`src/rtl/serial_adder_pkg.sv`:
```
// Shared types and sizing for the bit-serial adder.
package serial_adder_pkg;

  localparam int WIDTH_DEFAULT = 8;
  localparam int CNT_W_DEFAULT = $clog2(WIDTH_DEFAULT);

  typedef enum logic [1:0] {
    IDLE = 2'd0,
    RUN  = 2'd1,
    DONE = 2'd2
  } state_t;

  function automatic int cnt_width(input int width);
    return $clog2(width);
  endfunction

endpackage

```
`src/rtl/full_adder_cell.sv`:
```
// Single-bit combinational full adder: C = majority(X,Y,Z), S = X^Y^Z.
module full_adder_cell (
  input  logic X,
  input  logic Y,
  input  logic Z,
  output logic C,
  output logic S
);

  assign S = X ^ Y ^ Z;
  assign C = (X & Y) | (X & Z) | (Y & Z);

endmodule

```
`src/rtl/serial_adder.sv`:
```
// Bit-serial LSB-first adder: one sum bit per clock through one full-adder cell,
// WIDTH cycles from accepted start to the done pulse.
module serial_adder
  import serial_adder_pkg::*;
#(
  parameter int WIDTH = WIDTH_DEFAULT
) (
  input  logic             clk,
  input  logic             rst,
  input  logic             start,
  input  logic [WIDTH-1:0] a,
  input  logic [WIDTH-1:0] b,
  input  logic             cin,
  output logic             busy,
  output logic             done,
  output logic [WIDTH-1:0] sum,
  output logic             cout
);

  localparam int CNT_W = cnt_width(WIDTH);
  localparam int ACC_W = WIDTH - 1;
  localparam logic [CNT_W-1:0] LAST = CNT_W'(WIDTH - 1);

  state_t           state;
  state_t           state_nxt;
  logic [WIDTH-1:0] sa;
  logic [WIDTH-1:0] sb;
  logic [ACC_W-1:0] acc;
  logic             carry;
  logic [CNT_W-1:0] cnt;
  logic             fa_c;
  logic             fa_s;
  logic             load;
  logic             step;
  logic             last;

  full_adder_cell u_fa (
    .X(sa[0]),
    .Y(sb[0]),
    .Z(carry),
    .C(fa_c),
    .S(fa_s)
  );

  always_comb begin
    state_nxt = state;
    load      = 1'b0;
    step      = 1'b0;
    last      = 1'b0;
    case (state)
      IDLE: begin
        if (start) begin
          load      = 1'b1;
          state_nxt = RUN;
        end
      end
      RUN: begin
        step = 1'b1;
        if (cnt == LAST) begin
          last      = 1'b1;
          state_nxt = DONE;
        end
      end
      DONE: begin
        if (start) begin
          load      = 1'b1;
          state_nxt = RUN;
        end else begin
          state_nxt = IDLE;
        end
      end
      default: state_nxt = IDLE;
    endcase
  end

  always_ff @(posedge clk or posedge rst) begin
    if (rst) begin
      state <= IDLE;
    end else begin
      state <= state_nxt;
    end
  end

  // acc keeps only the WIDTH-1 bits already produced; the final bit joins them at completion.
  always_ff @(posedge clk or posedge rst) begin
    if (rst) begin
      sa    <= '0;
      sb    <= '0;
      acc   <= '0;
      carry <= 1'b0;
      cnt   <= '0;
      sum   <= '0;
      cout  <= 1'b0;
    end else begin
      if (load) begin
        sa    <= a;
        sb    <= b;
        carry <= cin;
        cnt   <= '0;
        acc   <= '0;
      end else if (step) begin
        sa    <= sa >> 1;
        sb    <= sb >> 1;
        carry <= fa_c;
        cnt   <= cnt + CNT_W'(1);
        acc   <= ACC_W'({fa_s, acc} >> 1);
      end
      if (last) begin
        sum  <= {fa_s, acc};
        cout <= fa_c;
      end
    end
  end

  assign busy = (state == RUN);
  assign done = (state == DONE);

endmodule

```
`config.mk`:
```
export PLATFORM = sky130hd
export DESIGN_NAME = serial_adder
export DESIGN_NICKNAME = d
export VERILOG_FILES = /design/src/rtl/serial_adder_pkg.sv /design/src/rtl/full_adder_cell.sv /design/src/rtl/serial_adder.sv
export SDC_FILE = /design/constraint.sdc
export NUM_CORES = 1
export LEC_CHECK = 0
export CORE_UTILIZATION = 52
export DETAILED_ROUTE_END_ITERATION = 16
export GPL_TIMING_DRIVEN = 0
export PLACE_DENSITY = 0.84
export SYNTH_ARGS = -nofsm -noshare
export SYNTH_HDL_FRONTEND = slang
export SYNTH_HIERARCHICAL = 1
export SYNTH_SLANG_ARGS = --single-unit
```
`constraint.sdc`:
```
create_clock -name clk -period 1.7 [get_ports clk]
set_input_delay 0.34 -clock clk [delete_from_list [all_inputs] [get_ports clk]]
set_output_delay 0.34 -clock clk [all_outputs]
set_load 0.1 [all_outputs]
```
==> results.md, run 1 <==
- Largest net degree at the start of global routing: 25
- Final hold vios: 0
- First-pass GRT wire length: 5730 microns
- Fin crit share: 94.4%
- Core area: 3360 sq um
- CP cell instances: buf_6 > nand2b_4 > inv_8 > buf_12
- Reg clk slew, reported paths: 0.10 ns
- Ys Warns: 6
- Detail Route Antenna Nets: 0
- Row cnt: 21
- Vias in the first global route: 1,236
- Mapped Avg Cell Area: 12.2 sq um
- Initial antenna violation count: 0
- Share of layout cells above drive strength 1: 24.7%
- Crit-path max FO: 6
- Metal2 WL: 1770 microns
- Final Routed Wirelength: 3490 microns
- Post-Layout Cell Count: 240
- Worst setup SP type: register
- CTS max path bufs: 2
- TritonRoute pass-1 iters: 4
- Tmin final: 1.61 ns
- Hold WS: 0.392 ns
- Die width: 61.4 microns
- VDD IR-drop max: 0.000701 V
- Post-synth ARST share: 100%
- P_leak: 1.04 nW
- CTS sink count: 38
- Max-slew violations: 0
- Register area share after synthesis: 51.8%
- Post-synth top flop: dfrtp_1
- Initial DRC count: 42
- Synth Net Count: 173
- Max Used Layer: met4
- Met3 WL: 155 microns
- Hpwl dp: 2490 microns
- I/O pin count: 31
- CTS Buf Count: 5
- Min-Delay Path Class: in -> async
- Overall Global Routing Usage: 21.3%
- Routability cong.: 0.741
- Cell accounting for the most synthesized area: dfrtp_1
- Die Area: 3770 sq um
- Post-synth EDFFs: 0
- Synth top area cells: dfrtp_1, mux2i_1, mux2_4
- Via density: 5.45
- Worst clock skew: 0.00566 ns
- Tot Pwr: 4.65 mW
- Critical Path AT: 1.27 ns
- Worst path buffer plus inverter count: 3
- Wire length per cell: 14.6 microns
- Total number of vias: 1,307
- PD cells: 1960 nW/um^2
- Max Freq: 623 MHz
- Distinct cells, synth: 26
- CP Class: reg -> out
- #FFs+latches synth: 38
- Final Util: 70.6%
- Placed Area: 2230 sq um
- Cells after Synth: 150
- Fin nets: 216
- Synthesized cell area: 1840 sq um
- Post-synth top area share: 51.8%
- CTS H-Tree Depth: 2
- Crit path capture type: output pin
- Outcome: finished, final reports clean
- CP delay by family, top: flip-flops
- Inserted Diodes: 0
- Max_cap viols: 0
- Unrepaired setup endpoints after global routing: false
- Placed Cells incl. Taps: 227
- Design area: 2370 sq um
- Slew HR: 57.2%
- Req. time, crit path: 1.36 ns
- Met1 Wirelength: 1540 microns
- Port Buffers: 30
- Slew @ Worst Pin: 0.642 ns
- # DRC: 0
- Die height: 61.4 microns
- Grt ovf: 0
- Clock latency on the worst-skew pair: 0.33 ns
- CP peak stage delay: 0.39 ns
- CTS tree: built
- Area growth syn-to-layout: 29.2%
- CP max-delay cell: dfrtp_1
- Root buf cell: clkbuf_4
- Initial Utilization: 54.6%
- Final setup vio count: 0
## area by class of cell
type	instances	area (sq um)
timing repair buffer	36	397
fill	279	990
inverter	6	30.0
multi-input combinational	96	807
clock inverter	1	5.00
buffer	10	71.3
tap	46	57.6
clock buffer	7	55.1
sequential	38	951
## cells in the final DEF (no fill, tap or decap), drive strengths merged, types with 2 or more instances in the layout
| cell | Yosys | routed |
|---|---|---|
| nand2b | 4 | 4 |
| buf | 8 | 16 |
| nand3 | 2 | 2 |
| a22o | 8 | 8 |
| a211oi | 12 | 12 |
| dfrtp | 38 | 38 |
| o22ai | 3 | 3 |
| inv | 6 | 6 |
| o21ai | 5 | 5 |
| mux2 | 11 | 11 |
| ha | 2 | 2 |
| clkdlybuf4s50 | 0 | 19 |
| clkbuf | 2 | 9 |
| nor2b | 13 | 13 |
| mux2i | 14 | 14 |
| clkdlybuf4s15 | 0 | 9 |
| nand2 | 3 | 3 |
| a21oi | 15 | 15 |
## synth_stat cells, types with 3 or more instances
cell      instances
o21ai_0           5
nor2b_1          13
buf_2             6
a211oi_1         12
dfrtp_1          38
a21oi_1          15
inv_1             5
a22o_1            8
o22ai_1           3
mux2i_1          14
mux2_4            9
## flip-flops by register name (all words and copies together), names as in the netlist
name	flops
sa	8
sb	8
sum	8
acc	7
cnt	3
state	2
carry	1
cout	1
## kinds of logic after synthesis
kind of cell / share of synthesized area [%]
simple gates: 9.20
mux: 16.2
compound gates: 15.2
xor+xnor: 0.477
fa+ha+maj: 2.45
buf+inv: 4.70
flops: 51.8
## final timing paths
kind,from,endpoint,slack (ns),cells past startpoint
worst max-delay path,state[1],busy,0.09,4
worst min-delay path,rst,sum[5],0.39,2
worst max register to register,state[1],sum[4],0.21,6
worst min register to register,sum[6],sum[6],0.52,1
max in group asynchronous,rst,cnt[2],0.76,3
min in group clk,sum[6],sum[6],0.52,1
## repair_timing
action	in CTS	in global routing
setup buffers	1	4
hold endpoints to repair	0	0
gates resized for setup	49	0
cloned	0	0
endpoints found under the setup margin	11	2
hold buffers	0	0
## metrics by stage
stage | setup TNS [ns] | worst slack, ns
6_report | 0 | 0.0948
5_1_grt | 0 | 0.0159
4_1_cts | -0.0171 | -0.0171
3_5_place_dp | -2.64 | -0.752
3_3_place_gp | -12.90 | -0.720
2_1_floorplan | 0 | 0.0931
## report_power, final
part           switching [mW]  internal [mW]
clock                   0.270          0.201
combinational            1.58           1.00
sequential              0.283           1.32
total                    2.13           2.52
## layer usage
layer | up-vias | GRT usage (%)
met5 | - | 0
met4 | 0 | 8.57
met3 | 4 | 3.78
met2 | 40 | 35.6
met1 | 637 | 27.5
li1 | 626 | -
(Power assumes the default switching activity.)
==> run 2, diff against run 1 <==
- SETUP_SLACK_MARGIN: unset -> 0.4
==> results.md, run 2 (same netlist as run 1, synthesis figures left out) <==
- Setup TNS: 0 ns (unchanged)
- Detail Route Antenna Nets: 0 (unchanged)
- Grt ovf: 0 (unchanged)
- TritonRoute pass-1 iters: 4 (unchanged)
- Register area: 951 sq um (unchanged)
- Via density: 5.74 (was 5.45)
- Worst clock skew: 0.0117 ns (was 0.00566 ns)
- Largest net degree at the start of global routing: 25 (unchanged)
- Hpwl dp: 2600 microns (was 2490 microns)
- Final setup vio count: 0 (unchanged)
- Initial DRC count: 73 (was 42)
- Clock latency on the worst-skew pair: 0.37 ns (was 0.33 ns)
- CTS max path bufs: 2 (unchanged)
- Multi-input gate area: 888 sq um (was 807 sq um)
- CTS H-Tree Depth: 2 (unchanged)
- Share of layout cells above drive strength 1: 36.8% (was 24.7%)
- Crit path capture type: output pin (unchanged)
- Req. time, crit path: 1.36 ns (about the same)
- Inserted Diodes: 0 (unchanged)
- Fin crit share: 95.3% (was 94.4%)
- CTS tree: built (unchanged)
- Final Routed Wirelength: 4810 microns (was 3490 microns)
- CTS Buf Count: 5 (unchanged)
- Area growth syn-to-layout: 49.7% (was 29.2%)
- Slew @ Worst Pin: 0.663 ns (was 0.642 ns)
- Initial antenna violation count: 0 (unchanged)
- Slack of the critical path: 0.0798 ns (was 0.0948 ns)
- Reg clk slew, reported paths: 0.12 ns (was 0.10 ns)
- Core area: 3360 sq um (unchanged)
- Slew HR: 55.7% (was 57.2%)
- Die width: 61.4 microns (unchanged)
- Clock share of power: 8.9% (was 10.1%)
- Overall Global Routing Usage: 26.3% (was 21.3%)
- Fin nets: 234 (was 216)
- Post-cts hold buffer count: 0 (unchanged)
- Design area: 2750 sq um (was 2370 sq um)
- Critical Path AT: 1.28 ns (was 1.27 ns)
- # DRC: 0 (unchanged)
- Root buf cell: clkbuf_4 (unchanged)
- Most frequent cells in the layout: dfrtp_1, clkdlybuf4s50_1, buf_12, mux2i_1, buf_4 (was dfrtp_1, clkdlybuf4s50_1, a21oi_1)
- Vias in the first global route: 1,430 (was 1,236)
- Sw Share: 44.6% (was 45.8%)
- Max_cap viols: 0 (unchanged)
- NetSw: 2.56 mW (was 2.13 mW)
- Pre-CTS setup slack: -0.601 ns (was -0.752 ns)
- Placed Area: 2250 sq um (was 2230 sq um)
- Final Util: 81.7% (was 70.6%)
- Seq pwr share: 29.5% (was 34.4%)
- Final hold vios: 0 (unchanged)
- CP Class: reg -> out (unchanged)
- Largest registers: sa x8, sb x8, sum x8 (unchanged)
- Initial Utilization: 54.6% (unchanged)
- First-pass GRT wire length: 6860 microns (was 5730 microns)
- Number of fill cells: 199 (was 279)
- PD cells: 2090 nW/um^2 (was 1960 nW/um^2)
- VDD IR-drop max: 0.00102 V (was 0.000701 V)
- Wire length per cell: 18.6 microns (was 14.6 microns)
- Port Buffers: 30 (unchanged)
- Crit-path max FO: 3 (was 6)
- Row cnt: 21 (unchanged)
- Max-slew violations: 0 (unchanged)
- Total number of vias: 1,481 (was 1,307)
- Most common cell after layout, fill and taps aside: dfrtp_1 (unchanged)
- Die height: 61.4 microns (unchanged)
- Tmin final: 1.62 ns (was 1.61 ns)
- Max Freq: 617 MHz (was 623 MHz)
- Worst setup SP type: register (unchanged)
- Unrepaired setup endpoints after global routing: true (was false)
- Gate power share: 61.5% (was 55.4%)
- Outcome: finished, final reports clean (unchanged)
- Hold WS: 0.356 ns (was 0.392 ns)
- I/O pin count: 31 (unchanged)
- Pint: 3.18 mW (was 2.52 mW)
- Worst R2R Start: state[1] (unchanged)
- CTS sink count: 38 (unchanged)
- Routability cong.: 0.752 (was 0.741)
- P_leak: 1.21 nW (was 1.04 nW)
- Crit path launch: state[1] (unchanged)
- Min-Delay Path Class: in -> async (unchanged)
- Die Area: 3770 sq um (unchanged)
-- run 2: changes by cell type in the layout (fill, tap and decap cells not counted), moves of 3 or more --
cell	change
a211oi_2	+3
a211oi_1	-3
buf_6	+7
buf_4	+8
a21oi_1	-3
clkdlybuf4s15_2	-9
buf_12	+11
-- run 2: power by group through the flow --
stage,clock (mW),combinational [mW],sequential (mW)
2_1_floorplan,0,1.32,2.28
3_3_place_gp,0,2.47,1.59
3_5_place_dp,0,2.57,1.63
4_1_cts,0.501,3.06,1.65
5_1_grt,0.553,3.72,1.75
6_report,0.514,3.54,1.70
-- run 2: critical path, cell delays in order, from the launching register on --
cell	delay [ns]
dfrtp_1	0.39
buf_6	0.13
nand2b_4	0.17
inv_12	0.06
buf_12	0.16
-- run 2: through the flow --
stage | cells | power [mW]
after floorplan | 150 | 3.60
after global placement | 226 | 4.06
after detailed placement | 227 | 4.19
after CTS | 248 | 5.21
after global routing | 258 | 6.01
final | 258 | 5.75
-- run 2: final cells by class --
class | count | share of cell area (%)
repair buffers | 53 | 24.1
clock buffers | 7 | 2.00
plain buffers | 10 | 3.41
flip-flops and latches | 38 | 34.6
multi-input cells | 97 | 32.3
well taps | 46 | 2.09
inverters | 6 | 1.27
clock inverters | 1 | 0.182
-- run 2: final timing paths --
| kind | endpoint | slack [ns] | cells past startpoint |
|---|---|---|---|
| max in group asynchronous | sb[1] | 0.79 | 3 |
| hold reg to reg | sa[6] | 0.54 | 2 |
| setup / recovery | busy | 0.08 | 4 |
| setup reg to reg | acc[0] | 0.18 | 7 |
| hold / removal | sa[6] | 0.36 | 2 |
| min in group clk | state[0] | 0.48 | 3 |
-- run 2: repair_timing --
action,in CTS,in global routing
gates cloned,1,1
gates resized for setup,107,30
pin swaps,5,5
buffers inserted,12,9
setup endpoints to repair,38,47
-- run 2: per-layer routing --
metal / part of all wire (%) / GRT usage (%) / up-vias
met2: 55 / 47.5 / 42
met4: 3.0 / 11.4 / 0
met3: 3.0 / 5.67 / 14
met1: 39 / 30.1 / 761
met5: 0 / 0 / -
li1: - / - / 664
